===== src/rtl/input_conditioner.sv =====
`timescale 1ns/1ps
// Input conditioner: two-flop synchronizer feeding a counter-based debouncer,
// with registered one-cycle pulses on each rising/falling debounced transition.
module input_conditioner #(
  parameter int counterwidth = 3,
  parameter int waittime     = 3
) (
  input  logic clk,
  input  logic reset_n,
  input  logic noisysignal,
  output logic conditioned,
  output logic positiveedge,
  output logic negativeedge,
  output logic synchronizer0UT,
  output logic synchronizer1OUT
);

  localparam logic [counterwidth-1:0] count_zero  = {counterwidth{1'b0}};
  localparam logic [counterwidth-1:0] count_one   = counterwidth'(32'd1);
  localparam logic [counterwidth-1:0] count_limit = counterwidth'(waittime);

  logic                    sync0_r;
  logic                    sync1_r;
  logic                    cond_r;
  logic                    pos_r;
  logic                    neg_r;
  logic [counterwidth-1:0] count_r;

  logic                    cond_s;
  logic                    pos_s;
  logic                    neg_s;
  logic [counterwidth-1:0] count_s;

  // Two-stage synchronizer for the asynchronous raw input
  always_ff @(posedge clk or negedge reset_n) begin
    if (!reset_n) begin
      sync0_r <= 1'b0;
      sync1_r <= 1'b0;
    end else begin
      sync0_r <= noisysignal;
      sync1_r <= sync0_r;
    end
  end

  // Debounce decision: the synchronized level must disagree for waittime+1 edges
  always_comb begin
    count_s = count_zero;
    cond_s  = cond_r;
    pos_s   = 1'b0;
    neg_s   = 1'b0;
    if (sync1_r == cond_r) begin
      count_s = count_zero;
    end else if (count_r != count_limit) begin
      count_s = count_r + count_one;
    end else begin
      count_s = count_zero;
      cond_s  = sync1_r;
      pos_s   = sync1_r;
      neg_s   = ~sync1_r;
    end
  end

  // Debounce state and edge pulse registers
  always_ff @(posedge clk or negedge reset_n) begin
    if (!reset_n) begin
      count_r <= count_zero;
      cond_r  <= 1'b0;
      pos_r   <= 1'b0;
      neg_r   <= 1'b0;
    end else begin
      count_r <= count_s;
      cond_r  <= cond_s;
      pos_r   <= pos_s;
      neg_r   <= neg_s;
    end
  end

  assign conditioned      = cond_r;
  assign positiveedge     = pos_r;
  assign negativeedge     = neg_r;
  assign synchronizer0UT  = sync0_r;
  assign synchronizer1OUT = sync1_r;

endmodule


===== config.mk =====
export PLATFORM = sky130hd
export DESIGN_NAME = input_conditioner
export DESIGN_NICKNAME = d
export VERILOG_FILES = /design/src/rtl/input_conditioner.sv
export SDC_FILE = /design/constraint.sdc
export NUM_CORES = 1
export LEC_CHECK = 0
export CAP_MARGIN = 20
export CORE_AREA = 8 8 45 47
export DETAILED_ROUTE_END_ITERATION = 6
export DIE_AREA = 0 0 53 55
export GPL_TIMING_DRIVEN = 0
export PLACE_DENSITY = 0.39
export SYNTH_ARGS = -nofsm -noshare
export SYNTH_HDL_FRONTEND = slang
export SYNTH_SLANG_ARGS = --single-unit

===== constraint.sdc =====
create_clock -name clk -period 1.04 [get_ports clk]
set_input_delay 0.104 -clock clk [delete_from_list [all_inputs] [get_ports clk]]
set_output_delay 0.104 -clock clk [all_outputs]
set_load 0.05 [all_outputs]

# After elaboration in Yosys (flattened, before gate mapping)
# Index checks and enable logic that the tools add are counted.
# op_classes
addsub	1
n_eq_ne	2
mux	6
n_bitwise	3
reduce_logical	1
# ops
operator	n
2-to-1 mux 3 bit	2
2-to-1 mux 1 bit	4
adder 3 x 1 -> 3 bit (second input constant)	1
!= test 3 x 2 -> 1 bit (second input constant)	1
inverter 1 bit	3
AND reduction 2 bit	1
equality test 1 bit	1
# totals
ff_bits	8
input_bits	3
word_cells	19

# Logic depth before layout (Yosys ltp)
# Gate-level depths: netlist of run 1.
# logic_depth
depth_word	3
mapped_depth	3

# Least setup slack after synthesis of run 1
# OpenSTA, ideal clock, no wires.
# synth_path
path_type	reg-to-reg
from	register count_r[0]
to	register cond_r, in the netlist conditioned
t_arrival_ns	0.975
required_ns	0.912
setup_slack_ns	-0.062
stages_incl_launch_ff	4
path_buffers	0
cell_sequence	dfrtp_1 -> ha_1 -> nand2b_4 -> mux2_1
# synth_between
elab_chain_len	3
# synth_lines
element	line_no	text
start, declared	27	logic [counterwidth-1:0] count_r;
start signal, assigned	66	count_r <= count_zero;
start signal, assigned	71	count_r <= count_s;
!= test 3 x 2 -> 1 bit	53	end else if (count_r != count_limit) begin
inverter 1 bit (no source line)	-	
AND reduction 2 bit (no source line)	-	
end signal, assigned	72	cond_r <= cond_s;
end, declared	24	logic cond_r;
# Every way passes these cells.
# A chain may end at the register's enable or synchronous reset.

# Worst setup path after layout of run 1
# Same ends and word-level chain as after synthesis.

==> results_dict.tcl, run 1 <==
set metrics [dict create \
    initial_core_util 0.2043 \
    io_buffers 7 \
    crit_path_end_kind "flip-flop" \
    critPathRequiredTime_ns 1.18 \
    antenna_found_initial 0 \
    cp_max_fo 3 \
    synth.top_cell.area_share 0.7080 \
    combPwrFrac 0.332 \
    fp.dieW_um 53 \
    core_area_sq_um 1384 \
    synth.avg_cell_area_sq_um 16.63 \
    cts_max_path_buffers 2 \
    row_count 14 \
    pwr-share-clk 0.247 \
    power_frac_seq 0.421 \
    cts_buffers 3 \
    layout.cells.non_filler 45 \
    insertion_delay_ns 0.25 \
    topRoutingLayerUsed "met3" \
    finalCritPeriodShare 1.011 \
    finalSetupViolations 1 \
    yosysTopAreaCell "dfrtp_1" \
    finalHoldViolCount 0 \
    max-vdd-ir-drop_uv 806.0 \
    p_total_uw 1032 \
    drt_iter0_drc 0 \
    wl_met3_um 73 \
    cap_violations 0 \
    grt_start_max_net_pins 9 \
    grt_pass1_wl_um 890 \
    cts_root_buffer "clkbuf_4" \
    synth_area_leaders "dfrtp_1 (71%), nor3b_1 (11%), nand2b_4 (4.9%)" \
    rsz0062_at_grt "yes" \
    switching_share 0.3422 \
    met1Wirelength_um 226 \
    drive_above_1_share 0.5172 \
    placedCellCount 40 \
    grt_pass1_vias 201 \
    drc 0 \
    max_freq_mhz 951.0 \
    die_area_sq_um 2915 \
    whs_ns 0.1152 \
    nets 34 \
    ys_seq_area_frac 0.7080 \
    postRouteAntennaNets 0 \
    grt_overflow_total 0 \
    violations "setup timing" \
    cts_tree "yes" \
    gp_congestion 0.6662 \
    finalInstanceArea_sq_um 410.4 \
    p_leak_uw 0.0001823 \
    dr.pass1.iters 1 \
    ios 8 \
    power.density_nw_per_um2 2514 \
    outcome "finished, violations left" \
    path_class "flip-flop to flip-flop" \
    synth.distinct_cells 7 \
    syn2layout_area_growth_pct 45.13 \
    wl_met2_um 211 \
    skew_ns 0.009742 \
    placed_cell_area_sq_um 377.9 \
    num_vias 165 \
    netlist_area_sq_um 282.8 \
    relSlewSlack 0.7710 \
    antennaDiodeCount 0 \
    clk_pin_slew_ns 0.06 \
    fillers 139 \
    clock-sinks 8 \
    worstPathArrival_ns 1.19 \
    ys_warn_count 0 \
    track_usage 0.04510 \
    drv_slew 0 \
    fin_crit_ns 1.052 \
    via_per_inst 3.667 \
    routed_wl_um 512 \
    die_h_um 55 \
    yosys_register_bits 8 \
    holdCritPathClass "input pin to asynchronous set/reset pin" \
    p_switching_uw 353.0 \
    worst_pin_slew_ns 0.3424 \
    synth_fp_nets 21 \
    cts.htree.levels 1 \
    wl_per_cell_um 11.38 \
    crit_path_start_kind "flip-flop" \
    p_int_uw 678.6 \
    synthCells 17 \
    setup_slack_ns -0.01152 \
]
==> what timing repair did <==
item                                    4_1_cts  5_1_grt
resized for setup                            29        1
endpoints found under the setup margin        6        2
hold buffers                                  0        0
pin swaps                                     1        0
setup buffers                                 1        0
==> layout make-up <==
type / count / area [sq um] / share of cell area
clock buffers: 4 / 26.28 / 0.06402
multi-input cells: 9 / 103.9 / 0.2530
flip-flops and latches: 8 / 202.7 / 0.4939
well taps: 16 / 20.02 / 0.04878
repair buffers: 8 / 57.56 / 0.1402
==> cells by family (layout without fill, tap and decap cells) <==
| logic type | after synthesis | count (layout) | synth area share |
|---|---|---|---|
| xor gates and xnor gates | 1 | 1 | 0.03098 |
| DFF | 8 | 8 | 0.7080 |
| buffers and inverters | 0 | 12 | 0 |
| muxes | 1 | 1 | 0.03982 |
| adders and majority gates | 1 | 1 | 0.04424 |
| and+or+nand+nor | 6 | 6 | 0.1770 |
==> placed cells by master (no fill, tap or decap) <==
master	synthesis	final
nor3b_2	0	1
nand2b_4	1	1
dfrtp_1	8	6
nor3b_1	4	3
clkbuf_1	0	1
buf_2	0	3
dfrtp_2	0	2
nor2b_1	1	1
ha_4	0	1
mux2_4	0	1
xnor2_1	1	1
clkbuf_4	0	3
buf_4	0	3
clkdlybuf4s50_1	0	2
==> metal layers <==
layer / vias to the layer above / GRT usage
li1: 81 / -
met1: 78 / 0.04489
met2: 6 / 0.06055
met3: 0 / 0.04278
met4: 0 / 0.02586
met5: - / 0
==> power groups by stage <==
stage,Combinational (uW),Sequential (uW),Clock (uW)
after floorplan,113,522,0
after global placement,308,422,0
after detailed placement,308,425,0
after CTS,336,434,271
after global routing,379,446,289
final,342,435,255
==> metrics by stage <==
stage | setup WS, ns | TNS, ns | utilization
5_1_grt | -0.04767 | -0.04767 | 0.2966
3_3_place_gp | -0.2533 | -1.102 | 0.2731
2_1_floorplan | -0.02186 | -0.02186 | -
4_1_cts | -0.01162 | -0.01162 | 0.2929
3_5_place_dp | -0.2535 | -1.102 | 0.2731
6_report | -0.01152 | -0.01152 | 0.2966
==> final timing paths <==
check / start / end / slack [ns] / depth (start not counted)
max in group asynchronous: reset_n / synchronizer1OUT / 0.65 / 1
max: count_r[0] / conditioned / -0.01 / 3
min in group clk: noisysignal / synchronizer0UT / 0.29 / 1
min reg2reg: synchronizer0UT / synchronizer1OUT / 0.36 / 0
max reg2reg: count_r[0] / conditioned / -0.01 / 3
min: reset_n / positiveedge / 0.12 / 1
==> critical path, cell delays in order (launching register included) <==
cell and delay [ns]:
dfrtp_1 0.40, ha_4 0.18, nand2b_4 0.07, mux2_4 0.29
==> registers in the layout (all words and copies together), names as in the netlist <==
register and cells:
positiveedge 1, synchronizer1OUT 1, conditioned 1, count_r 3, synchronizer0UT 1, negativeedge 1
==> cells in the mapped netlist <==
library cell and instances:
dfrtp_1 8, nor3b_1 4, ha_1 1, mux2_1 1, nand2b_4 1, nor2b_1 1
xnor2_1 1
Power figures use the tool's default switching activity.
==> run 2, diff against run 1 <==
--- a/config.mk
+++ b/config.mk
@@ -11,6 +11,7 @@
 export DIE_AREA = 0 0 53 55
 export GPL_TIMING_DRIVEN = 0
 export PLACE_DENSITY = 0.39
+export SLEW_MARGIN = 20
 export SYNTH_ARGS = -nofsm -noshare
 export SYNTH_HDL_FRONTEND = slang
 export SYNTH_SLANG_ARGS = --single-unit
==> results of run 2 <==
Same layout as run 1: the final DEF is identical, and so are final timing and power.
==> run 3, diff against run 2 <==
--- a/config.mk
+++ b/config.mk
@@ -5,7 +5,6 @@
 export SDC_FILE = /design/constraint.sdc
 export NUM_CORES = 1
 export LEC_CHECK = 0
-export CAP_MARGIN = 20
 export CORE_AREA = 8 8 45 47
 export DETAILED_ROUTE_END_ITERATION = 6
 export DIE_AREA = 0 0 53 55
==> results of run 3 <==
Same layout as run 1: the final DEF is identical, and so are final timing and power.
==> patch: new RTL, config.mk and constraints of run 2 <==
Reset style: synchronous (`reset_n`), changed in 2 clocked blocks. Comments in the files are not updated.
--- a/src/rtl/input_conditioner.sv
+++ b/src/rtl/input_conditioner.sv
@@ -32,7 +32,7 @@
   logic [counterwidth-1:0] count_s;
 
   // Two-stage synchronizer for the asynchronous raw input
-  always_ff @(posedge clk or negedge reset_n) begin
+  always_ff @(posedge clk) begin
     if (!reset_n) begin
       sync0_r <= 1'b0;
       sync1_r <= 1'b0;
@@ -61,7 +61,7 @@
   end
 
   // Debounce state and edge pulse registers
-  always_ff @(posedge clk or negedge reset_n) begin
+  always_ff @(posedge clk) begin
     if (!reset_n) begin
       count_r <= count_zero;
       cond_r  <= 1'b0;
Function: differs if reset_n is asserted again (counterexample within 4 cycles, from zero or initial values and one cycle with reset_n low); with reset_n held inactive, the same outputs for 10 cycles.
==> patch against run 2 <==
- non-clock buffer count stayed put
- final area up 6.4%
- sequential cell count did not move
- clock skew shrank 0.0088 ns
- hold slack improved by 0.33 ns
- worst setup slack improved by 0.039 ns
- routed wire length grew 0.59%
- synthesized area down 2.7%
- highest routed layer unchanged
Power is not compared: it rests on default switching activity, and its combinational part moved more than twofold at a synthesized area within 25%.
==> patch: results (changes against run 2) <==
Drt
  • Vias: 185 (+12%)
  • DR WL/cell: 10.5 um (-7.6%)
  • Metal2 WL: 252 um (+19%)
  • WL met1: 232 um (+2.7%)

GRT
  • Total Routing Usage GR: 4.38% (-0.13 points)
  • Number of global-route vias before repair: 210 (+4.5%)
  • Met3 usage: 1.87% (-2.4 points)
  • First-pass GRT wire length: 869 um (-2.4%)
  • GR Layer Usage met1: 4.43% (-0.055 points)

Hold path
  • Hold Path Sink: synchronizer0UT
  • Hold Crit Class: primary input to flop

Critical path
  • Worst R2R Setup Slack: 0.03 ns (+0.04 ns)
  • Crit path max fanout: 2 (-1)
  • Startpoint of the worst register-to-register path: count_r[0]
  • Capturing point of the worst reg2reg path: count_r[2]

Synth
  • Syn_nets: 27 (+29%)
  • Share of async-settable or async-resettable flops after synthesis: 0% (-100 points)
  • Post-synth top cells: 8 x dfxtp_1, 2 x and2_1, 2 x ha_1, 2 x nor3b_1, 2 x nor4b_1
  • Synth Area in Adders: 9.09% (+4.7 points)
  • XOR/XNOR Fraction of Synth Area: 3.18% (+0.084 points)
  • Largest cells by area after synthesis: dfxtp_1 58%, ha_1 9.1%, nor4b_1 6.4%
  • Netlist cell types: 11 (+4)
  • Synthesis Warnings: 0 (unchanged)
  • Mux contribution to synthesized area: 3.64% (-0.35 points)

Place
  • RD Place Congestion: 0.578 (-13%)

Cells and area
  • Filler cell count: 140 (+0.72%)
  • # nets final: 40 (+18%)
  • Share of cells above drive strength 1: 57.6% (+5.9 points)

Timing
  • Hold Worst Slack: 0.441 ns (+0.326 ns)
  • Relative slew slack: 82.9% (+5.8 points)

Run status
  • Status: finished clean

Clock network
  • Worst-skew pair later-pin latency: about 0.24 ns
-- patch: changes by cell type in the layout (fill, tap and decap cells not counted), sizes merged, moves of 2 or more --
cell and delta:
nor3b -2, nor4b +2, dfrtp -8, and2 +2, dfxtp +8
-- patch: critical path, cell delays in order (launching register included) --
cell	delay, ns
dfxtp_4	0.34
ha_4	0.16
ha_4	0.21
nor4b_4	0.22
-- patch: metrics by stage --
stage	setup WS, ns	cells	area (um2)
after floorplan	0.0262	22	298
after global placement	-0.219	45	388
after detailed placement	-0.219	45	388
after CTS	0.000515	48	429
after global routing	-0.0130	49	437
final	0.0273	49	437
-- patch: area by class of cell --
cell class | instances | area (um2) | area share, %
Tap cell | 16 | 20.0 | 4.58
Sequential cell | 8 | 173 | 39.5
Clock buffer | 3 | 22.5 | 5.16
Multi-Input combinational cell | 13 | 165 | 37.8
Timing Repair Buffer | 8 | 52.6 | 12.0
Inverter | 1 | 3.75 | 0.860
